### config.mk
export PLATFORM = sky130hd
export DESIGN_NAME = axi_rd_burst_init
export DESIGN_NICKNAME = d
export VERILOG_FILES = /design/src/rtl/tfacc_axi_pkg.sv /design/src/rtl/rd_fifo.sv /design/src/rtl/axi_rd_burst_init.sv
export SDC_FILE = /design/constraint.sdc
export NUM_CORES = 2
export LEC_CHECK = 0
export ABC_CLOCK_PERIOD_IN_PS = 8300
export CAP_MARGIN = 20
export CELL_PAD_IN_SITES_DETAIL_PLACEMENT = 1
export CELL_PAD_IN_SITES_GLOBAL_PLACEMENT = 1
export CORE_ASPECT_RATIO = 0.8
export CORE_MARGIN = 10
export CORE_UTILIZATION = 49
export CTS_CLUSTER_DIAMETER = 50
export DETAILED_ROUTE_END_ITERATION = 7
export PLACE_DENSITY = 0.77
export SLEW_MARGIN = 20
export SYNTH_ARGS = -nofsm -noshare
export SYNTH_HDL_FRONTEND = slang
export SYNTH_HIERARCHICAL = 1
export SYNTH_SLANG_ARGS = --single-unit
### constraint.sdc
create_clock -name aclk -period 8.3 [get_ports aclk]
set_input_delay 1.66 -clock aclk [delete_from_list [all_inputs] [get_ports aclk]]
set_output_delay 1.66 -clock aclk [all_outputs]
set_load 0.1 [all_outputs]
### src/rtl/tfacc_axi_pkg.sv
// Shared types and helpers for the tfacc_u8 AXI read initiator.
// Beat/page geometry and the initiator state encoding live here.
package tfacc_axi_pkg;

    localparam int ADDR_W     = 40;
    localparam int DATA_W     = 128;
    localparam int BEAT_BYTES = 16;
    localparam int PAGE_BYTES = 4096;

    typedef enum logic [2:0] {
        S_IDLE,
        S_CALC,
        S_ADDR,
        S_DATA,
        S_FIN
    } rdi_state_t;

    // Beats left before the next 4 KB page; takes the beat index addr[11:4].
    function automatic logic [8:0] beats_to_page(input logic [7:0] addr);
        return 9'(PAGE_BYTES / BEAT_BYTES) - {1'b0, addr};
    endfunction

endpackage

### src/rtl/rd_fifo.sv
// Synchronous beat FIFO with a registered output stage.
// count covers both the storage array and the output register.
module rd_fifo #(
    parameter int DATA_W = 128,
    parameter int DEPTH  = 32,
    localparam int AW    = $clog2(DEPTH),
    localparam int CW    = AW + 1
) (
    input  logic              clk,
    input  logic              rst_n,
    input  logic              push,
    input  logic [DATA_W-1:0] wdata,
    output logic [DATA_W-1:0] dout,
    output logic              dvalid,
    input  logic              dready,
    output logic [CW-1:0]     count
);

    logic [DATA_W-1:0] mem [DEPTH];
    logic [AW-1:0]     wp;
    logic [AW-1:0]     rp;
    logic [CW-1:0]     mcount;
    logic              load;
    logic              mem_rd;
    logic              mem_wr;

    assign load   = !dvalid || dready;
    assign mem_rd = load && (mcount != '0);
    // An empty array lets a pushed beat go straight into the output register.
    assign mem_wr = push && !(load && (mcount == '0));
    assign count  = mcount + CW'(dvalid);

    always_ff @(posedge clk or negedge rst_n) begin
        if (!rst_n) begin
            wp     <= '0;
            rp     <= '0;
            mcount <= '0;
            dout   <= '0;
            dvalid <= 1'b0;
        end else begin
            if (mem_wr) begin
                wp <= wp + AW'(1);
            end
            if (mem_rd) begin
                rp <= rp + AW'(1);
            end
            mcount <= mcount + CW'(mem_wr) - CW'(mem_rd);
            if (load) begin
                if (mem_rd) begin
                    dout   <= mem[rp];
                    dvalid <= 1'b1;
                end else if (push) begin
                    dout   <= wdata;
                    dvalid <= 1'b1;
                end else begin
                    dvalid <= 1'b0;
                end
            end
        end
    end

    always_ff @(posedge clk) begin
        if (mem_wr) begin
            mem[wp] <= wdata;
        end
    end

endmodule

### src/rtl/axi_rd_burst_init.sv
// AXI4 read initiator: splits a beat command into page-safe AR bursts
// and streams the returned R beats out through rd_fifo.
module axi_rd_burst_init #(
    parameter int ADDR_W     = 40,
    parameter int DATA_W     = 128,
    parameter int MAX_BURST  = 16,
    parameter int FIFO_DEPTH = 32
) (
    input  logic              aclk,
    input  logic              arst_n,
    input  logic              start,
    input  logic [ADDR_W-1:0] src_addr,
    input  logic [23:0]       n_beats,
    output logic              busy,
    output logic              done,
    output logic              err,
    output logic [ADDR_W-1:0] araddr,
    output logic [7:0]        arlen,
    output logic              arvalid,
    input  logic              arready,
    input  logic [DATA_W-1:0] rd_data,
    input  logic              rvalid,
    input  logic              rlast,
    output logic              rready,
    output logic [DATA_W-1:0] dout,
    output logic              dvalid,
    input  logic              dready
);

    import tfacc_axi_pkg::*;

    localparam int         CW = $clog2(FIFO_DEPTH) + 1;
    localparam logic [8:0] MB = 9'(MAX_BURST);

    rdi_state_t        state;
    rdi_state_t        state_n;
    logic [ADDR_W-1:0] addr;
    logic [23:0]       rem;
    logic [8:0]        len;
    logic [8:0]        len_c;
    logic [8:0]        cnt;
    logic [8:0]        cnt_inc;
    logic [CW-1:0]     fcount;
    logic [31:0]       space;
    logic              fits;
    logic              beat;
    logic              at_len;
    logic              burst_end;
    logic              unused_lsb;

    assign unused_lsb = ^src_addr[3:0];

    always_comb begin
        len_c = beats_to_page(addr[11:4]);
        if (MB < len_c) begin
            len_c = MB;
        end
        if (rem < 24'(len_c)) begin
            len_c = rem[8:0];
        end
    end

    // Space is reserved before the AR goes out, so R never back-pressures.
    assign space     = 32'(FIFO_DEPTH) - 32'(fcount);
    assign fits      = space >= 32'(len_c);
    assign cnt_inc   = cnt + 9'd1;
    assign beat      = (state == S_DATA) && rvalid;
    assign at_len    = cnt_inc == len;
    assign burst_end = beat && (at_len || rlast);

    always_ff @(posedge aclk or negedge arst_n) begin
        if (!arst_n) begin
            state <= S_IDLE;
        end else begin
            state <= state_n;
        end
    end

    always_comb begin
        state_n = state;
        unique case (state)
            S_IDLE: begin
                if (start) begin
                    state_n = S_CALC;
                end
            end
            S_CALC: begin
                if (rem == '0) begin
                    state_n = S_FIN;
                end else if (fits) begin
                    state_n = S_ADDR;
                end
            end
            S_ADDR: begin
                if (arready) begin
                    state_n = S_DATA;
                end
            end
            S_DATA: begin
                if (burst_end) begin
                    state_n = S_CALC;
                end
            end
            S_FIN: begin
                if (fcount == '0) begin
                    state_n = S_IDLE;
                end
            end
            default: state_n = S_IDLE;
        endcase
    end

    always_comb begin
        arvalid = 1'b0;
        araddr  = '0;
        arlen   = '0;
        rready  = 1'b0;
        done    = 1'b0;
        busy    = state != S_IDLE;
        unique case (state)
            S_ADDR: begin
                arvalid = 1'b1;
                araddr  = addr;
                arlen   = 8'(len - 9'd1);
            end
            S_DATA: rready = 1'b1;
            S_FIN:  done   = fcount == '0;
            default: ;
        endcase
    end

    always_ff @(posedge aclk or negedge arst_n) begin
        if (!arst_n) begin
            addr <= '0;
            rem  <= '0;
            len  <= '0;
            cnt  <= '0;
            err  <= 1'b0;
        end else begin
            unique case (state)
                S_IDLE: begin
                    if (start) begin
                        addr <= {src_addr[ADDR_W-1:4], 4'h0};
                        rem  <= n_beats;
                        cnt  <= '0;
                        err  <= 1'b0;
                    end
                end
                S_CALC: len <= len_c;
                S_DATA: begin
                    if (beat) begin
                        // rlast must coincide exactly with the len-th beat.
                        if (rlast != at_len) begin
                            err <= 1'b1;
                        end
                        if (burst_end) begin
                            cnt  <= '0;
                            rem  <= rem - 24'(cnt_inc);
                            addr <= addr + (ADDR_W'(cnt_inc) << 4);
                        end else begin
                            cnt <= cnt_inc;
                        end
                    end
                end
                default: ;
            endcase
        end
    end

    rd_fifo #(
        .DATA_W (DATA_W),
        .DEPTH  (FIFO_DEPTH)
    ) u_fifo (
        .clk    (aclk),
        .rst_n  (arst_n),
        .push   (beat),
        .wdata  (rd_data),
        .dout   (dout),
        .dvalid (dvalid),
        .dready (dready),
        .count  (fcount)
    );

endmodule
# Yosys cells after proc, flatten, opt, wreduce, memory -nomap -nowiden
# Memory sizes are Yosys's and may differ from the RTL's.
# Index checks and enable logic that the tools add are counted.
# word_totals
regBits,231
latch_bits,0
mem_bits_rw,4096
mem_bits_ro,0
input_bits,199
out_inout_bits,182
word_cells,97
memories,1
# classes
add_sub_neg,11
mul,0
div_mod_pow,0
order_cmp,3
n_eq_ne,13
shifts,0
muxes,36
bitwise_logic,0
reduce_logical,22
# mem_list
memory,words,word_bits,read_ports,rd_ports_with_merged_regs,write_ports,line,text
u_fifo.mem,32,128,1,0,1,rd_fifo.sv:19,logic [DATA_W-1:0] mem [DEPTH];
# ops
cell,n
2-to-1 mux 128 bit,2
2-to-1 mux 40 bit,4
case mux 40 bit (2 select lines),1
2-to-1 mux 24 bit,3
case mux 24 bit (2 select lines),1
2-to-1 mux 9 bit,5
adder 40 x 13 -> 40 bit,1
greater-or-equal comparator 32 x 9 -> 1 bit,1
logical NOT 24 bit,1
< comparator 24 x 9 -> 1 bit,1
subtractor 24 x 9 -> 24 bit,1
2-to-1 mux 3 bit,6
case mux 9 bit (2 select lines),1
case mux 3 bit (5 select lines),1
adder 6 x 1 -> 6 bit,2
logical NOT 6 bit,2
"adder 5 x 1 -> 5 bit, second input constant",2
2-to-1 mux 1 bit,10
"inequality test 2 bit, second input constant",5
"adder 9 x 1 -> 9 bit, second input constant",1
equality test 9 bit,1
"< comparator 5 x 9 -> 1 bit, first input constant",1
"subtractor 9 x 8 -> 9 bit, first input constant",1
2-to-1 mux 8 bit,1
21 further kinds,30

# Logic depth before layout (Yosys ltp)
# logic_depth
ltp_word,9
mapped_depth,21
ltp_nobuf,21

# By module
# Netlist, hierarchy kept.
# modules_own_cells
mod,instances,cells_each,area_each_um2,seq_area_each_um2
rd_fifo,1,7789,163963.5,126626.4
axi_rd_burst_init,1,831,6563.8,2052.0

# Least setup slack after synthesis
# No wires, ideal clock.
# synth_timing
path_type,input port to flip-flop
startpoint,input port rvalid
endpoint,memory u_fifo.mem[31][0] (enable)
setup_ns,0.617
t_arrival_ns,8.077
required_time_ns,7.683
setup_slack_ns,-0.394
stages,6
n_path_buf,2
path_cell_list,and3_1 clkbuf_1 nor2b_1 clkbuf_1 nand2_1 nor2_1
# synth_via
elab_chain_len,4
# synth_rtl
element,line,text
from (decl),axi_rd_burst_init.sv:22,"input logic rvalid,"
logical AND 1 bit,axi_rd_burst_init.sv:67,assign beat = (state == S_DATA) && rvalid;
logical AND 1 bit,rd_fifo.sv:30,assign mem_wr = push && !(load && (mcount == '0));
2-to-1 mux 1 bit,rd_fifo.sv:63,if (mem_wr) begin
2-to-1 mux 1 bit (not written as such),rd_fifo.sv:64,mem[wp] <= wdata;
to (decl),rd_fifo.sv:19,
# No other way between the ends.

# Worst setup path after layout
# layout_timing
startpoint,register u_fifo.dvalid
endpoint,output port done
# layout_via
elab_chain_len,3
# layout_rtl
element,line,text
from (decl),rd_fifo.sv:14,"output logic dvalid,"
from (signal assigned),rd_fifo.sv:39,dvalid <= 1'b0;
from (signal assigned),rd_fifo.sv:51,dvalid <= 1'b1;
from (signal assigned),rd_fifo.sv:54,dvalid <= 1'b1;
adder 6 x 1 -> 6 bit,rd_fifo.sv:31,assign count = mcount + CW'(dvalid);
via fcount[1],axi_rd_burst_init.sv:43,logic [CW-1:0] fcount;
logical NOT 6 bit,axi_rd_burst_init.sv:127,S_FIN: done = fcount == '0;
2-to-1 mux 1 bit,axi_rd_burst_init.sv:120,unique case (state)
to (decl),axi_rd_burst_init.sv:15,"output logic done,"
# The timed path passes the listed nets, and every way through them passes these cells.

==> impl_results.md <==
- Full die area: 372000 sq um
- Tightest Pin Transition: 1.30 ns
- Vias: 92000
- Hold Path Stages: 2
- Layout area overhead: 13.9%
- Die Ht: 548 um
- Fin crit share: 76.4%
- Top-area cell type share of the netlist area: 72.1%
- Clock H-tree levels: 5
- Clk sinks: 4323
- Final min period: 6.34 ns
- Largest net degree at the start of global routing: 124
- Syn Area/Cell: 19.8 sq um
- CP most frequent cell: ha_1
- Final Max Tran Viols: 0
- Wire per inst: 34.5 um
- CTS Hold Bufs: 0
- Worst R2R End: state[0]$_DFFE_PN0P_
- Post-synthesis cell count: 8620
- Post-synthesis mux area share: 14.2%
- Post-synth top flop: edfxtp_1
- Gr ovfl total: 0
- Antenna Nets Post-Route: 0
- Register area share after synthesis: 75.5%
- Total number of yosys warnings: 6
- Post-synthesis cell type count: 89
- CP Capture Type: primary output
- Reg clk slew, reported paths: 0.06 ns
- First-pass GRT wire length: 705 mm
- Async S/R FF share, synth: 5.25%
- DRC violation total after the first TritonRoute iteration: 11300
- Initial Utilization: 49.3%
- Worst hold endpoint: u_fifo/dout[69]$_DFFE_PN0P_
- Post-synthesis simple-gate area fraction: 1.79%
- Post-route DRC: 0
- Slew margin rel.: 13.3%
- Gr usage total: 25.6%
- Worst path slowest cell: clkdlybuf4s50_1
- Gpl congestion: 0.835
- Adder-cell share of the synthesized area: 0.453%
- Netlist Area Pre-Place: 171000 sq um
- Setup violations, final: 0
- Worst reg2reg path depth: 20
- CTS tree: built
- First-pass DRT Iterations: 6
- Worst IR drop on VDD: 0.306 mV
- CP Launch Type: flop
- Hold Crit Class: flop to flop
- Slowest stage delay, CP: 1.16 ns
- Post-synth EDFFs: 4096
- TritonCTS buffer count: 429
- Vias in the first global route: 97900
- Fmax: 0.158 GHz
- R2R setup slack: 2.72 ns
- Std-Cell Rows: 193
- DIE WIDTH: 680 um
- Routed wire length: 488 mm
- Buffers on Ports: 372
- Fin. Hold Viols: 0
- Layout fillers: 29900
- Worst path top cell family by delay: buffers and inverters
- Status: finished, final reports clean
- Initial antenna violation count: 49
- CP Class: flop to primary output
- PwrDens: 352 nW/um^2
- Dpl hpwl: 256 mm
- Final core occ: 56.1%
- Routed vias/inst: 6.52
- Maxcap violations: 0
- Synth top area cells: edfxtp_1, mux4_2, mux2i_1
- Leakage: 0.0639 uW
- Area leader, netlist: edfxtp_1
- Core Region: 346000 sq um
- CTS resizes: 0
- # nets final: 9391
- Most frequent cells after synthesis: edfxtp_1, mux2i_1, mux4_2, clkbuf_1, a21oi_1
- Largest family of logic cells by synthesized area: multiplexers
- Postcts setup bufs: 0
- Hold WS: 0.521 ns
- # IOs: 381
- Worst EP required: 6.64 ns
- Root buffer cell: clkbuf_16
- Synth Area in Compound Gates: 6.11%
- FF-to-FF Start: addr[5]$_DFFE_PN0P_
- HP Start: u_fifo/dout[69]$_DFFE_PN0P_
- Latest clock arrival within the worst-skew pair: 0.98 ns
- Max clock buf depth: 4
- Buf+Inv Stages, Crit Path: 2
- Top-count cell post-synth: edfxtp_1
- Yosys reg bits: 4323
- CP Cell Sequence: ha_1, ha_1, inv_1, ha_1, or4b_1, nor2_1, and3_1, clkdlybuf4s50_1
- Max FO, Critical Path: 4
- Synth Area in XOR/XNOR: 0.282%
- Clk_skew: 0.0808 ns
- Crit path DAT: 4.68 ns
- RSZ-0062 raised after global routing: no
- Layout cell share with drive strength beyond 1: 19.7%
==> worst reg2reg max path: cells and delay by family (launching register included) <==
family	cells	cell delay [ns]
AOI/OAI and AO/OA	8	1.85
and+or+nand+nor	6	1.44
adders and majority gates	3	0.86
muxes	2	0.72
DFF	1	0.45
buffers and inverters	1	0.14
==> where the power goes <==
group	switching (uW)	internal, uW
combinational	14000	7790
clock	8570	11500
sequential	1220	25200
total	23800	44600
==> stage by stage <==
stage	std cells	TNS, ns	power [uW]	instance area [sq um]	setup WS, ns
6_report	14100	0	68300	194000	1.96
3_3_place_gp	13300	0	47500	180000	2.16
3_5_place_dp	13300	0	48300	180000	2.14
4_1_cts	14100	0	68600	194000	2.01
2_1_floorplan	8626	-1496.18	41900	171000	-0.394
5_1_grt	14100	0	70600	194000	1.90
==> layer usage <==
layer / vias to the layer above / track usage, % / part of all wire, %
met5: - / 0 / 0.037
met2: 5211 / 41.4 / 48
met3: 1001 / 5.14 / 9.7
met4: 30 / 9.62 / 3.7
met1: 48900 / 34.5 / 38
li1: 36800 / - / -
==> logic make-up after synthesis <==
logic type	count (synthesis)
flops	4323
mux	1628
compound gates	1362
simple gates	616
buf+inv	574
fa+ha+maj	60
xor+xnor	55
other cells	2
==> cells in the final DEF (no fill, tap or decap), types with 100 or more instances in the layout <==
cell type,synthesis,final
mux2i_1,904,904
nor2_1,208,171
nand2_1,118,114
a211oi_1,130,130
a22oi_1,227,227
nor2b_1,104,100
clkbuf_16,0,433
clkdlybuf4s50_1,0,272
dfrtp_1,227,222
a21oi_1,254,253
buf_4,88,190
edfxtp_1,4096,4096
mux2_2,102,102
mux4_2,617,617
==> state kept, by name, indices dropped and copies added (netlist names) <==
register	cells
u_fifo/dvalid	1
addr	36
err	1
len	9
state	3
u_fifo/dout	128
u_fifo/mcount	6
cnt	9
u_fifo/rp	5
u_fifo/mem	4096
rem	24
u_fifo/wp	5
==> layout make-up <==
class	instances	area, sq um	share of cell area (%)
Inverter	51	199	0.102
Clock inverter	275	3130	1.61
Timing Repair Buffer	598	5660	2.91
Tap cell	4582	5730	2.95
Clock buffer	532	11500	5.91
Antenna cell	25	62.6	0.0322
Sequential cell	4323	129000	66.3
Multi-Input combinational cell	3729	39300	20.2
==> worst max path at each step <==
| stage | from | endpoint | slack (ns) | depth (start not counted) |
|---|---|---|---|---|
| 6_report | u_fifo/dvalid$_DFFE_PN0P_ | done | 1.96 | 8 |
| 3_3_place_gp | dready | u_fifo/mem[13][42]$_DFFE_PP_ | 2.16 | 9 |
| 3_5_place_dp | dready | u_fifo/mem[13][105]$_DFFE_PP_ | 2.14 | 9 |
| 4_1_cts | u_fifo/dvalid$_DFFE_PN0P_ | done | 2.01 | 8 |
| 2_1_floorplan | rvalid | u_fifo/mem[31][0]$_DFFE_PP_ | -0.39 | 6 |
| 5_1_grt | u_fifo/dvalid$_DFFE_PN0P_ | done | 1.90 | 8 |
No activity file was read; power rests on OpenSTA's default activity.
